File: src/rtl/alu_pkg.sv
// Shared definitions for the ALU operand/result interface: op codes, compare
// result codes and the driver state encoding.
package alu_pkg;

  localparam logic [2:0] OP_ADD = 3'b000;
  localparam logic [2:0] OP_SUB = 3'b001;
  localparam logic [2:0] OP_OR  = 3'b010;
  localparam logic [2:0] OP_AND = 3'b011;
  localparam logic [2:0] OP_XOR = 3'b100;
  localparam logic [2:0] OP_NOT = 3'b101;
  localparam logic [2:0] OP_SHL = 3'b110;
  localparam logic [2:0] OP_CMP = 3'b111;

  localparam logic [1:0] CMP_LT = 2'd1;
  localparam logic [1:0] CMP_EQ = 2'd2;
  localparam logic [1:0] CMP_GT = 2'd3;

  typedef enum logic [2:0] {
    ST_IDLE,
    ST_LOAD_A,
    ST_LOAD_B,
    ST_EXEC,
    ST_CAPT,
    ST_READ,
    ST_RESP
  } drv_state_e;

  // Ops that only consume operand A.
  function automatic logic is_unary(input logic [2:0] op);
    return (op == OP_NOT) || (op == OP_SHL);
  endfunction

endpackage

File: src/rtl/alu_op_driver_settle_timer.sv
// Loadable down-counter timing the EXEC settle window; done_o is high while
// the count sits at zero.
module alu_op_driver_settle_timer #(
  parameter int unsigned W = 1
) (
  input  logic         clk,
  input  logic         rst,
  input  logic         load_i,
  input  logic [W-1:0] load_val_i,
  output logic         done_o
);

  logic [W-1:0] cnt_q;
  logic [W-1:0] cnt_d;

  always_comb begin
    cnt_d = cnt_q;
    if (load_i) begin
      cnt_d = load_val_i;
    end else if (cnt_q != '0) begin
      cnt_d = cnt_q - W'(1);
    end
  end

  always_ff @(posedge clk or posedge rst) begin
    if (rst) begin
      cnt_q <= '0;
    end else begin
      cnt_q <= cnt_d;
    end
  end

  assign done_o = (cnt_q == '0);

endmodule

File: src/rtl/alu_op_driver.sv
// Strobed ALU initiator: valid/ready request -> load A/B, settle, capture,
// valid/ready response. Optional feature macro: ALU_OP_DRIVER_UNARY_SKIP_EN.
module alu_op_driver
  import alu_pkg::*;
#(
  parameter int WIDTH         = 32,
  parameter int SETTLE_CYCLES = 1,
  parameter int CNT_W         = 16
) (
  input  logic             clk,
  input  logic             rst,
  input  logic             req_valid,
  output logic             req_ready,
  input  logic [WIDTH-1:0] req_a,
  input  logic [WIDTH-1:0] req_b,
  input  logic [2:0]       req_op,
  output logic             rsp_valid,
  input  logic             rsp_ready,
  output logic [WIDTH-1:0] rsp_y,
  output logic [WIDTH-1:0] alu_a0,
  output logic [WIDTH-1:0] alu_b0,
  output logic [2:0]       alu_sel,
  output logic             alu_init_a,
  output logic             alu_init_b,
  output logic             alu_init_y,
  input  logic [WIDTH-1:0] alu_y0,
  output logic             busy,
  output logic [CNT_W-1:0] ops_done
);

  localparam int unsigned TW = $clog2(SETTLE_CYCLES + 1);
  localparam logic [TW-1:0] SETTLE_LOAD = TW'(SETTLE_CYCLES - 1);

  drv_state_e state_q, state_d;

  logic [WIDTH-1:0] a0_q, b0_q, rsp_y_q;
  logic [2:0]       sel_q;
  logic [CNT_W-1:0] ops_done_q;
  logic             init_a_q, init_b_q, init_y_q, rsp_valid_q;
  logic             accept, rsp_hs;
  logic             timer_load, timer_done;

  assign accept = (state_q == ST_IDLE) && req_valid;
  assign rsp_hs = (state_q == ST_RESP) && rsp_ready;

  always_comb begin
    state_d = state_q;
    unique case (state_q)
      ST_IDLE:   if (req_valid) state_d = ST_LOAD_A;
`ifdef ALU_OP_DRIVER_UNARY_SKIP_EN
      ST_LOAD_A: state_d = is_unary(sel_q) ? ST_EXEC : ST_LOAD_B;
`else
      ST_LOAD_A: state_d = ST_LOAD_B;
`endif
      ST_LOAD_B: state_d = ST_EXEC;
      ST_EXEC:   if (timer_done) state_d = ST_CAPT;
      ST_CAPT:   state_d = ST_READ;
      ST_READ:   state_d = ST_RESP;
      ST_RESP:   if (rsp_ready) state_d = ST_IDLE;
      default:   state_d = ST_IDLE;
    endcase
  end

  assign timer_load = (state_d == ST_EXEC) && (state_q != ST_EXEC);

  alu_op_driver_settle_timer #(
    .W (TW)
  ) u_settle (
    .clk        (clk),
    .rst        (rst),
    .load_i     (timer_load),
    .load_val_i (SETTLE_LOAD),
    .done_o     (timer_done)
  );

  // Strobes and rsp_valid are decoded from the next state so each one is a
  // flop output aligned with the state it belongs to.
  always_ff @(posedge clk or posedge rst) begin
    if (rst) begin
      state_q     <= ST_IDLE;
      init_a_q    <= 1'b0;
      init_b_q    <= 1'b0;
      init_y_q    <= 1'b0;
      rsp_valid_q <= 1'b0;
    end else begin
      state_q     <= state_d;
      init_a_q    <= (state_d == ST_LOAD_A);
      init_b_q    <= (state_d == ST_LOAD_B);
      init_y_q    <= (state_d == ST_CAPT);
      rsp_valid_q <= (state_d == ST_RESP);
    end
  end

  always_ff @(posedge clk or posedge rst) begin
    if (rst) begin
      a0_q       <= '0;
      b0_q       <= '0;
      sel_q      <= '0;
      rsp_y_q    <= '0;
      ops_done_q <= '0;
    end else begin
      if (accept) begin
        a0_q  <= req_a;
        sel_q <= req_op;
`ifdef ALU_OP_DRIVER_UNARY_SKIP_EN
        if (!is_unary(req_op)) b0_q <= req_b;
`else
        b0_q  <= req_b;
`endif
      end
      if (state_q == ST_READ) rsp_y_q <= alu_y0;
      if (rsp_hs) ops_done_q <= ops_done_q + CNT_W'(1);
    end
  end

  assign req_ready  = (state_q == ST_IDLE);
  assign busy       = (state_q != ST_IDLE);
  assign rsp_valid  = rsp_valid_q;
  assign rsp_y      = rsp_y_q;
  assign alu_a0     = a0_q;
  assign alu_b0     = b0_q;
  assign alu_sel    = sel_q;
  assign alu_init_a = init_a_q;
  assign alu_init_b = init_b_q;
  assign alu_init_y = init_y_q;
  assign ops_done   = ops_done_q;

endmodule

File: config.mk
export PLATFORM = sky130hd
export DESIGN_NAME = alu_op_driver
export DESIGN_NICKNAME = d
export VERILOG_FILES = /design/src/rtl/alu_pkg.sv /design/src/rtl/alu_op_driver_settle_timer.sv /design/src/rtl/alu_op_driver.sv
export SDC_FILE = /design/constraint.sdc
export NUM_CORES = 1
export LEC_CHECK = 0
export CAP_MARGIN = 20
export CORE_ASPECT_RATIO = 1.25
export CORE_MARGIN = 4
export CORE_UTILIZATION = 46
export CTS_BUF_LIST = sky130_fd_sc_hd__clkbuf_2
export DETAILED_ROUTE_END_ITERATION = 7
export HOLD_SLACK_MARGIN = 0.06
export PLACE_DENSITY = 0.89
export SLEW_MARGIN = 30
export SYNTH_ARGS = -nofsm -noshare
export SYNTH_HDL_FRONTEND = slang
export SYNTH_SLANG_ARGS = --single-unit
File: constraint.sdc
create_clock -name clk -period 10.66 [get_ports clk]
set_clock_uncertainty 0.05 [all_clocks]
set_input_delay 1.066 -clock clk [delete_from_list [all_inputs] [get_ports clk]]
set_output_delay 1.066 -clock clk [all_outputs]
set_load 0.02 [all_outputs]
Word-level counts from Yosys, hierarchy flattened. Index checks and enable logic that the tools add are counted.

Register bits after elaboration: 123. Bits in latches: 0. Memory bits (writable): 0. ROM bits: 0. Input port bits: 103. Output and inout bits: 121. Logic and storage cells: 36. Memories: 0.

Add/subtract/negate cells: 2. Multipliers: 0. Div/mod/pow operators: 0. $lt $le $gt $ge: 0. Equality and inequality tests: 12. Shifts and indexed selects: 0. Mux-type cells: 6. Bitwise logic cells: 0. Reductions and logical operators: 5.

Operators with widths (number): case mux 3 bit (7 select lines) (1); adder 16 x 1 -> 16 bit (second input constant) (1); equality test 3 bit (second input constant) (5); equality test 3 x 2 -> 1 bit (second input constant) (4); two-way mux 3 bit (3); equality test 3 x 1 -> 1 bit (second input constant) (2); logical AND 1 bit (3); zero test 3 bit (1); != test 3 x 2 -> 1 bit (second input constant) (1); nonzero test 3 bit (1); two-way mux 1 bit (2); subtractor 1 bit (second input constant) (1).

Logic depth before layout (Yosys ltp). Gate-level depths: netlist (run 1).

Depth after elaboration: 5. Gate-level depth with buffers: 7. Depth with buffers taken out: 5.

Cells and area by module. Synthesis (run 1) repeated with hierarchy kept, for this count alone.

Cells, all modules: 300. Area, all modules: 4848.4 um^2.

Modules (own cells, without submodules): alu_op_driver (times used 1, cells an instance 296, area an instance 4809.6 um^2, seq. area each 3052.9 um^2); alu_op_driver_settle_timer (times used 1, cells an instance 4, area an instance 38.8 um^2, seq. area each 25.0 um^2).

Worst setup path before layout (run 1). OpenSTA, ideal clock, no wires.

Kind: input port to flip-flop. From: in rsp_ready. To: reg ops_done_q[8] (netlist: ops_done[8]). Setup time: 0.129 ns. Arrival: 1.950 ns. Required time: 10.481 ns. Setup slack: 8.531 ns. Stages: 4. Buffers on the path: 0. Cell sequence: nand4b_1 > nor3_1 > nand4_1 > xnor2_1.

Cells in the longest elaborated chain, start to end: 1.

RTL lines: start: declaration (line alu_op_driver.sv:18) `input logic rsp_ready,`; logical AND 1 bit (line alu_op_driver.sv:44) `assign rsp_hs = (state_q == ST_RESP) && rsp_ready;`; end signal: assignment (line alu_op_driver.sv:112) `if (rsp_hs) ops_done_q <= ops_done_q + CNT_W'(1);`; end: declaration (line alu_op_driver.sv:38) `logic [CNT_W-1:0] ops_done_q;`.

No other way between the ends. A chain may end at the register's enable or synchronous reset.

Final worst setup path (run 1).
From: reg state_q[2]. To: out req_ready.

Cells in the longest elaborated chain, start to end: 1.

RTL lines: start: declaration (line alu_op_driver.sv:34) `drv_state_e state_q, state_d;`; start signal: assignment (line alu_op_driver.sv:86) `state_q <= state_d;`; zero test 3 bit (line alu_op_driver.sv:116) `assign req_ready = (state_q == ST_IDLE);`; end: declaration (line alu_op_driver.sv:13) `output logic req_ready,`.

No other way between the ends.

==> flow_results.xml, run 1 <==
<?xml version="1.0" encoding="UTF-8"?>
<metrics>
  <group name="worst_setup_path">
    <metric name="path_cells" unit="">or3_4 &gt; inv_2 &gt; clkdlybuf4s50_1</metric>
    <metric name="critical_path.endpoint_type" unit="">output pin</metric>
    <metric name="element_type_at_the_critical_path_start" unit="">flip-flop</metric>
    <metric name="r2r-start" unit="">state_q[2]$_DFF_PP0_</metric>
    <metric name="r2r_end" unit="">alu_b0[20]$_DFFE_PP0P_</metric>
    <metric name="regToRegSetupSlack" unit="ps">8360</metric>
    <metric name="crit_required" unit="ps">9540</metric>
    <metric name="worstPathMaxFanout" unit="">11</metric>
    <metric name="timing.critical_path.arrival" unit="ps">2260</metric>
    <metric name="cp_slowest_cell" unit="">clkdlybuf4s50_1</metric>
    <metric name="path_class" unit="">flip-flop to output pin</metric>
    <metric name="rr_worst_depth" unit="">5</metric>
    <metric name="max_stage_delay" unit="ps">590</metric>
  </group>
  <group name="route">
    <metric name="drt_first_iter_violations" unit="">96</metric>
    <metric name="detailroute.via_count" unit="">3222</metric>
    <metric name="drt_first_pass_iters" unit="">4</metric>
    <metric name="routed_wire_length_per_instance" unit="um">17.2</metric>
    <metric name="detail-route-antenna-nets" unit="">0</metric>
    <metric name="viasPerCell" unit="">4.82</metric>
    <metric name="drc_errors" unit="">0</metric>
    <metric name="finalWirelength" unit="um">11500</metric>
  </group>
  <group name="finish">
    <metric name="stdcell_area" unit="um^2">7300</metric>
    <metric name="antenna_cells" unit="">0</metric>
    <metric name="final_nets" unit="">632</metric>
    <metric name="synthToLayoutAreaGrowth" unit="%">53.5</metric>
    <metric name="layout-drive-gt1-share" unit="%">24.8</metric>
  </group>
  <group name="sta">
    <metric name="period_utilization_post_route" unit="%">31.7</metric>
    <metric name="max-slew-margin-rel" unit="%">49.9</metric>
    <metric name="setup_repair_after_global_routing_missed_its_margin" unit="">no</metric>
    <metric name="timing.final.hold_violations" unit="">0</metric>
    <metric name="totalNegativeSetupSlack" unit="ps">0</metric>
    <metric name="drv_slew" unit="">0</metric>
    <metric name="final-setup-viol-count" unit="">0</metric>
    <metric name="finalCriticalPeriod" unit="ps">3380</metric>
    <metric name="worst_pin_slew" unit="ps">751</metric>
    <metric name="fmaxAchievable" unit="GHz">0.296</metric>
  </group>
  <group name="hold_path">
    <metric name="hp-start" unit="">ops_done[15]$_DFFE_PP0P_</metric>
    <metric name="worstHoldPathType" unit="">flip-flop to flip-flop</metric>
    <metric name="min_to" unit="">ops_done[15]$_DFFE_PP0P_</metric>
    <metric name="timing.hold.worst_path_depth" unit="">1</metric>
  </group>
  <group name="floorplanning">
    <metric name="die_area" unit="um^2">12000</metric>
    <metric name="die_h" unit="um">122</metric>
    <metric name="die_width" unit="um">98.9</metric>
    <metric name="row_count" unit="">41</metric>
    <metric name="initial_utilization" unit="%">47.1</metric>
    <metric name="core_region_area" unit="um^2">10100</metric>
    <metric name="io_pins" unit="">224</metric>
  </group>
  <group name="power">
    <metric name="power.density_cell_area" unit="nW/um^2">300</metric>
    <metric name="total_leakage_power" unit="nW">3.09</metric>
    <metric name="max-vdd-ir-drop" unit="mV">0.181</metric>
  </group>
  <group name="global_route">
    <metric name="grt_antenna_before_repair" unit="">0</metric>
    <metric name="grt_overflow" unit="">0</metric>
    <metric name="grt_max_degree" unit="">69</metric>
    <metric name="first_global_vias" unit="">3480</metric>
    <metric name="grt_pass1_wl" unit="um">17900</metric>
    <metric name="grt.total_usage" unit="%">19.5</metric>
  </group>
  <group name="logic_synthesis">
    <metric name="synth-async-reset-ratio" unit="%">100</metric>
    <metric name="synthCells" unit="">295</metric>
    <metric name="synth_edf_count" unit="">0</metric>
    <metric name="synth-main-ff-cell" unit="">dfrtp_1</metric>
    <metric name="synth.top_cells.by_count" unit="">dfrtp_1, mux2_2, mux2_4</metric>
    <metric name="seq_area_frac_synth" unit="%">64.2</metric>
    <metric name="synth_top_area_share" unit="%">64.2</metric>
    <metric name="syn_area" unit="um^2">4760</metric>
    <metric name="post_synth_num_cell_types" unit="">27</metric>
    <metric name="netlist_top_cells_area" unit="">dfrtp_1, mux2_2, mux2_4</metric>
    <metric name="syn_nets" unit="">399</metric>
    <metric name="syn_avg_cell_area" unit="um^2">16.1</metric>
    <metric name="synth_top_area_cell" unit="">dfrtp_1</metric>
    <metric name="yosys.cell_count.top_type" unit="">dfrtp_1</metric>
    <metric name="number_of_flip_flops_and_latches_in_the_synthesized_netlist" unit="">122</metric>
    <metric name="synth.yosys.warnings" unit="">0</metric>
  </group>
  <group name="cts">
    <metric name="clockRootBuffer" unit="">clkbuf_2</metric>
    <metric name="cts_setup_buffers" unit="">0</metric>
    <metric name="cts_hold_buffers" unit="">0</metric>
    <metric name="tritoncts_num_sinks" unit="">122</metric>
    <metric name="tritoncts" unit="">built</metric>
    <metric name="tritoncts.num_buffers" unit="">17</metric>
    <metric name="htree_num_levels" unit="">4</metric>
    <metric name="cts.reportedPaths.clkPinSlew" unit="ps">160</metric>
    <metric name="clkLatencyLatePin" unit="ps">640</metric>
    <metric name="cts.path.max_buffers" unit="">2</metric>
    <metric name="post_cts_resized" unit="">0</metric>
  </group>
  <group name="placement">
    <metric name="hpwlAfterDp" unit="um">8600</metric>
    <metric name="dpl-instance-area" unit="um^2">7050</metric>
    <metric name="place.port_buffers" unit="">223</metric>
    <metric name="place_congestion" unit="">0.769</metric>
  </group>
  <group name="run_status">
    <metric name="run_status" unit="">finished clean</metric>
  </group>
  <group name="flow_run">
    <metric name="cap_viol_max_count" unit="">0</metric>
  </group>
</metrics>
[critical path: cells and delay by family (launching register included)]
kind | cells | cell delay, ps
DFF | 1 | 520
buffers and inverters | 2 | 660
and+or+nand+nor | 1 | 440
[sequential cells by signal, indices dropped and copies added (netlist names)]
signal and flops:
alu_b0 32, ops_done 16, state_q 3, alu_init_a 1
alu_a0 32, rsp_y 32, rsp_valid 1, alu_sel 3
alu_init_y 1, alu_init_b 1
[layout by cell type (no fill, tap or decap), types with 2 or more instances in the layout]
cell type	Yosys	final
dfrtp_1	122	122
and4_1	2	2
mux2_2	80	80
nand3_1	5	5
buf_4	5	2
bufinv_16	0	3
nand2b_1	2	2
mux2_4	19	19
nor3_1	2	2
and2_1	4	3
nor2_1	3	3
nand2_1	11	11
clkdlybuf4s50_1	0	223
clkinv_2	0	3
clkinv_1	0	4
o21ai_0	3	3
clkbuf_2	0	20
nand4_1	5	5
xnor2_1	14	14
[worst max path at each step]
| stage | startpoint | endpoint | slack (ps) | cells after the start |
|---|---|---|---|---|
| final | state_q[2]$_DFF_PP0_ | req_ready | 7280 | 3 |
| after CTS | state_q[2]$_DFF_PP0_ | req_ready | 7210 | 3 |
| after detailed placement | req_valid | alu_a0[24]$_DFFE_PP0P_ | 7650 | 3 |
| after global routing | state_q[2]$_DFF_PP0_ | req_ready | 7120 | 3 |
| after floorplan | rst | alu_a0[0]$_DFFE_PP0P_ | 6300 | 1 |
| after global placement | req_valid | alu_b0[26]$_DFFE_PP0P_ | 7690 | 3 |
[report_power, final]
| part | switching (mW) | total (mW) | internal, mW |
|---|---|---|---|
| Clock | 0.158 | 0.286 | 0.129 |
| Combinational | 0.497 | 1.11 | 0.614 |
| Sequential | 0.123 | 0.794 | 0.671 |
[kinds of logic (layout without fill, tap and decap cells)]
group                    after synthesis  after routing  share of synthesized area (%)
adder cells (fa/ha/maj)                1              1                          0.263
flip-flops                           122            122                           64.2
AND/OR/NAND/NOR                       39             39                           4.58
multiplexers                          99             99                           24.9
buffers and inverters                 14            259                           2.63
AO/OA/AOI/OAI                          5              5                          0.631
XOR/XNOR                              15             15                           2.76
[final cells by class]
type	count	area [um^2]
Clock buffer	20	100
Clock inverter	11	129
Fill cell	670	2810
Inverter	2	10.0
Multi-Input combinational cell	159	1580
Sequential cell	122	3050
Tap cell	129	161
Timing Repair Buffer	226	2270
[per-stage QoR]
stage	utilization (%)	power [mW]	worst slack (ps)	std cells	hold slack, ps
floorplan	-	1.39	6300	295	455
global placement	69.8	1.89	7690	637	411
detailed placement	69.8	1.92	7650	637	418
CTS	72.0	2.22	7210	668	440
global route	72.2	2.31	7120	669	465
finish	72.2	2.19	7280	669	436
[per-layer routing]
layer	part of all wire, %	track usage, %	vias to the layer above
met5	0	0	-
met4	1.5	7.69	0
met3	8.5	7.50	14
met2	52	33.7	143
met1	38	21.6	1565
li1	-	-	1500
Power figures use the tool's default switching activity.
==> run 2, diff against run 1 <==
--- a/config.mk
+++ b/config.mk
@@ -8,11 +8,11 @@
 export CAP_MARGIN = 20
 export CORE_ASPECT_RATIO = 1.25
 export CORE_MARGIN = 4
-export CORE_UTILIZATION = 46
+export CORE_UTILIZATION = 42
 export CTS_BUF_LIST = sky130_fd_sc_hd__clkbuf_2
 export DETAILED_ROUTE_END_ITERATION = 7
 export HOLD_SLACK_MARGIN = 0.06
-export PLACE_DENSITY = 0.89
+export PLACE_DENSITY = 0.82
 export SLEW_MARGIN = 30
 export SYNTH_ARGS = -nofsm -noshare
 export SYNTH_HDL_FRONTEND = slang
==> constraint.sdc (replaced) <==
create_clock -name clk -period 3.4 [get_ports clk]
set_clock_uncertainty 0.05 [all_clocks]
set_input_delay 0.34 -clock clk [delete_from_list [all_inputs] [get_ports clk]]
set_output_delay 0.34 -clock clk [all_outputs]
set_load 0.02 [all_outputs]
==> run 2 against run 1 <==
Compared with the run above: combinational power grew to 3.2 times the previous value; highest routed layer unchanged; global-route usage is 1.6 points lower; die area is 8.8% higher; clock-buffer cell count unchanged; core utilization shrank 5.7 points; design area rose by 1.0%; sequential cell count unchanged.
==> flow_results.xml, run 2 (synthesis gave the netlist of run 1 again) <==
<?xml version="1.0" encoding="UTF-8"?>
<metrics>
  <group name="worst_setup_path">
    <metric name="crit_required" unit="ps">3010</metric>
    <metric name="timing.critical_path.arrival" unit="ps">2240</metric>
    <metric name="path_cells" unit="">or3_4 &gt; inv_2 &gt; clkdlybuf4s50_1</metric>
    <metric name="critical_path.endpoint_type" unit="">output pin</metric>
    <metric name="path_class" unit="">flip-flop to output pin</metric>
    <metric name="element_type_at_the_critical_path_start" unit="">flip-flop</metric>
    <metric name="worstPathMaxFanout" unit="">11</metric>
    <metric name="cp_slowest_cell" unit="">clkdlybuf4s50_1</metric>
    <metric name="max_stage_delay" unit="ps">610</metric>
  </group>
  <group name="global_route">
    <metric name="grt_max_degree" unit="">123</metric>
    <metric name="grt_pass1_wl" unit="um">17900</metric>
    <metric name="met1_capacity_usage_during_global_routing" unit="%">19.9</metric>
    <metric name="grt_antenna_before_repair" unit="">0</metric>
    <metric name="top_usage_layer" unit="">met2</metric>
    <metric name="first_global_vias" unit="">3560</metric>
    <metric name="use_met2" unit="%">30.5</metric>
    <metric name="met3_usage" unit="%">6.99</metric>
    <metric name="grt.total_usage" unit="%">17.9</metric>
    <metric name="grt_overflow" unit="">0</metric>
  </group>
  <group name="finish">
    <metric name="finalNonFillerCells" unit="">677</metric>
    <metric name="final_nets" unit="">633</metric>
    <metric name="antenna_cells" unit="">0</metric>
    <metric name="stdcell_area" unit="um^2">7370</metric>
    <metric name="synthToLayoutAreaGrowth" unit="%">55.1</metric>
    <metric name="final_common_cell" unit="">clkdlybuf4s50_1</metric>
    <metric name="layout-drive-gt1-share" unit="%">25.8</metric>
    <metric name="mostFrequentLayoutCells" unit="">clkdlybuf4s50_1, dfrtp_1, mux2_2, clkbuf_2, mux2_4</metric>
  </group>
  <group name="sta">
    <metric name="worst_pin_slew" unit="ps">622</metric>
    <metric name="totalNegativeSetupSlack" unit="ps">0</metric>
    <metric name="finalCriticalPeriod" unit="ps">2630</metric>
    <metric name="setup_repair_after_global_routing_missed_its_margin" unit="">no</metric>
    <metric name="final-setup-viol-count" unit="">0</metric>
    <metric name="fmaxAchievable" unit="GHz">0.380</metric>
    <metric name="drv_slew" unit="">0</metric>
    <metric name="max-slew-margin-rel" unit="%">58.5</metric>
    <metric name="timing.final.hold_violations" unit="">0</metric>
    <metric name="period_utilization_post_route" unit="%">77.4</metric>
  </group>
  <group name="placement">
    <metric name="place.port_buffers" unit="">223</metric>
    <metric name="placed_cells" unit="">645</metric>
    <metric name="place_congestion" unit="">0.774</metric>
    <metric name="hpwlAfterDp" unit="um">8770</metric>
    <metric name="dpl-instance-area" unit="um^2">7100</metric>
  </group>
  <group name="route">
    <metric name="drc_errors" unit="">0</metric>
    <metric name="detailroute.via_count" unit="">3253</metric>
    <metric name="finalWirelength" unit="um">11800</metric>
    <metric name="detail-route-antenna-nets" unit="">0</metric>
    <metric name="drt_first_pass_iters" unit="">5</metric>
    <metric name="routed_wire_length_per_instance" unit="um">17.4</metric>
    <metric name="drt_first_iter_violations" unit="">74</metric>
    <metric name="viasPerCell" unit="">4.81</metric>
  </group>
  <group name="cts">
    <metric name="clockRootBuffer" unit="">clkbuf_2</metric>
    <metric name="clkLatencyLatePin" unit="ps">630</metric>
    <metric name="cts.reportedPaths.clkPinSlew" unit="ps">180</metric>
    <metric name="tritoncts_num_sinks" unit="">122</metric>
    <metric name="cts_hold_buffers" unit="">0</metric>
    <metric name="tritoncts.num_buffers" unit="">17</metric>
    <metric name="tritoncts" unit="">built</metric>
    <metric name="cts_setup_buffers" unit="">0</metric>
    <metric name="htree_num_levels" unit="">4</metric>
    <metric name="post_cts_resized" unit="">0</metric>
    <metric name="cts.path.max_buffers" unit="">2</metric>
  </group>
  <group name="power">
    <metric name="total_leakage_power" unit="nW">3.10</metric>
    <metric name="power.density_cell_area" unit="nW/um^2">949</metric>
    <metric name="post-layout-total-power" unit="mW">7.00</metric>
    <metric name="max-vdd-ir-drop" unit="mV">0.559</metric>
  </group>
  <group name="floorplanning">
    <metric name="io_pins" unit="">224</metric>
    <metric name="initial_utilization" unit="%">42.9</metric>
    <metric name="core_region_area" unit="um^2">11100</metric>
    <metric name="die_width" unit="um">103</metric>
    <metric name="row_count" unit="">43</metric>
    <metric name="die_area" unit="um^2">13100</metric>
    <metric name="die_h" unit="um">127</metric>
  </group>
  <group name="hold_path">
    <metric name="worstHoldPathType" unit="">primary input to async pin</metric>
  </group>
  <group name="run_status">
    <metric name="run_status" unit="">finished clean</metric>
  </group>
  <group name="flow_run">
    <metric name="cap_viol_max_count" unit="">0</metric>
  </group>
</metrics>
-- run 2: changes by cell type in the layout (fill, tap and decap cells not counted), sizes merged --
| cell | previous run | this run |
|---|---|---|
| buf | 3 | 4 |
| inv | 2 | 1 |
| clkinv | 8 | 4 |
| bufinv | 3 | 4 |
| clkinvlp | 0 | 5 |
-- run 2: worst paths after layout --
path,start,to,slack [ps],cells past startpoint
setup / recovery,state_q[2]$_DFF_PP0_,req_ready,770,3
hold reg to reg,ops_done[15]$_DFFE_PP0P_,ops_done[15]$_DFFE_PP0P_,440,1
setup reg to reg,state_q[2]$_DFF_PP0_,alu_a0[5]$_DFFE_PP0P_,1090,5
hold / removal,rst,alu_b0[30]$_DFFE_PP0P_,180,3
min in group clk,req_b[31],alu_b0[31]$_DFFE_PP0P_,250,2
max in group asynchronous,rst,rsp_y[7]$_DFFE_PP0N_,2660,3
-- run 2: final cells by class --
type	count	area, um^2
inverters	2	11.3
well taps	135	169
fillers	833	3710
flip-flops and latches	122	3050
multi-input cells	159	1580
clock buffers	20	100
clock inverters	12	174
repair buffers	227	2290
-- run 2: worst max-delay path: cells and delay by family, from the launching register on --
kind,cells,cell delay (ps)
simple gates,1,430
flops,1,520
buf+inv,2,670
-- run 2: metal layers --
layer | vias to the layer above | part of all wire (%)
li1 | 1501 | -
met5 | - | 0
met4 | 0 | 1.9
met1 | 1576 | 37
met2 | 153 | 51
met3 | 23 | 9.6
-- run 2: power by group --
part           switching (mW)  leakage [nW]  internal (mW)
Clock                   0.525         0.156          0.488
Combinational            1.56          1.47           1.93
Sequential              0.385          1.48           2.10
-- run 2: metrics by stage --
stage / utilization (%) / worst slack, ps / hold WS, ps
after floorplan: - / 1460 / 438
after global placement: 64.1 / 1150 / 414
after detailed placement: 64.1 / 1090 / 416
after CTS: 66.5 / 688 / 130
after global routing: 66.5 / 595 / 143
final: 66.5 / 770 / 180
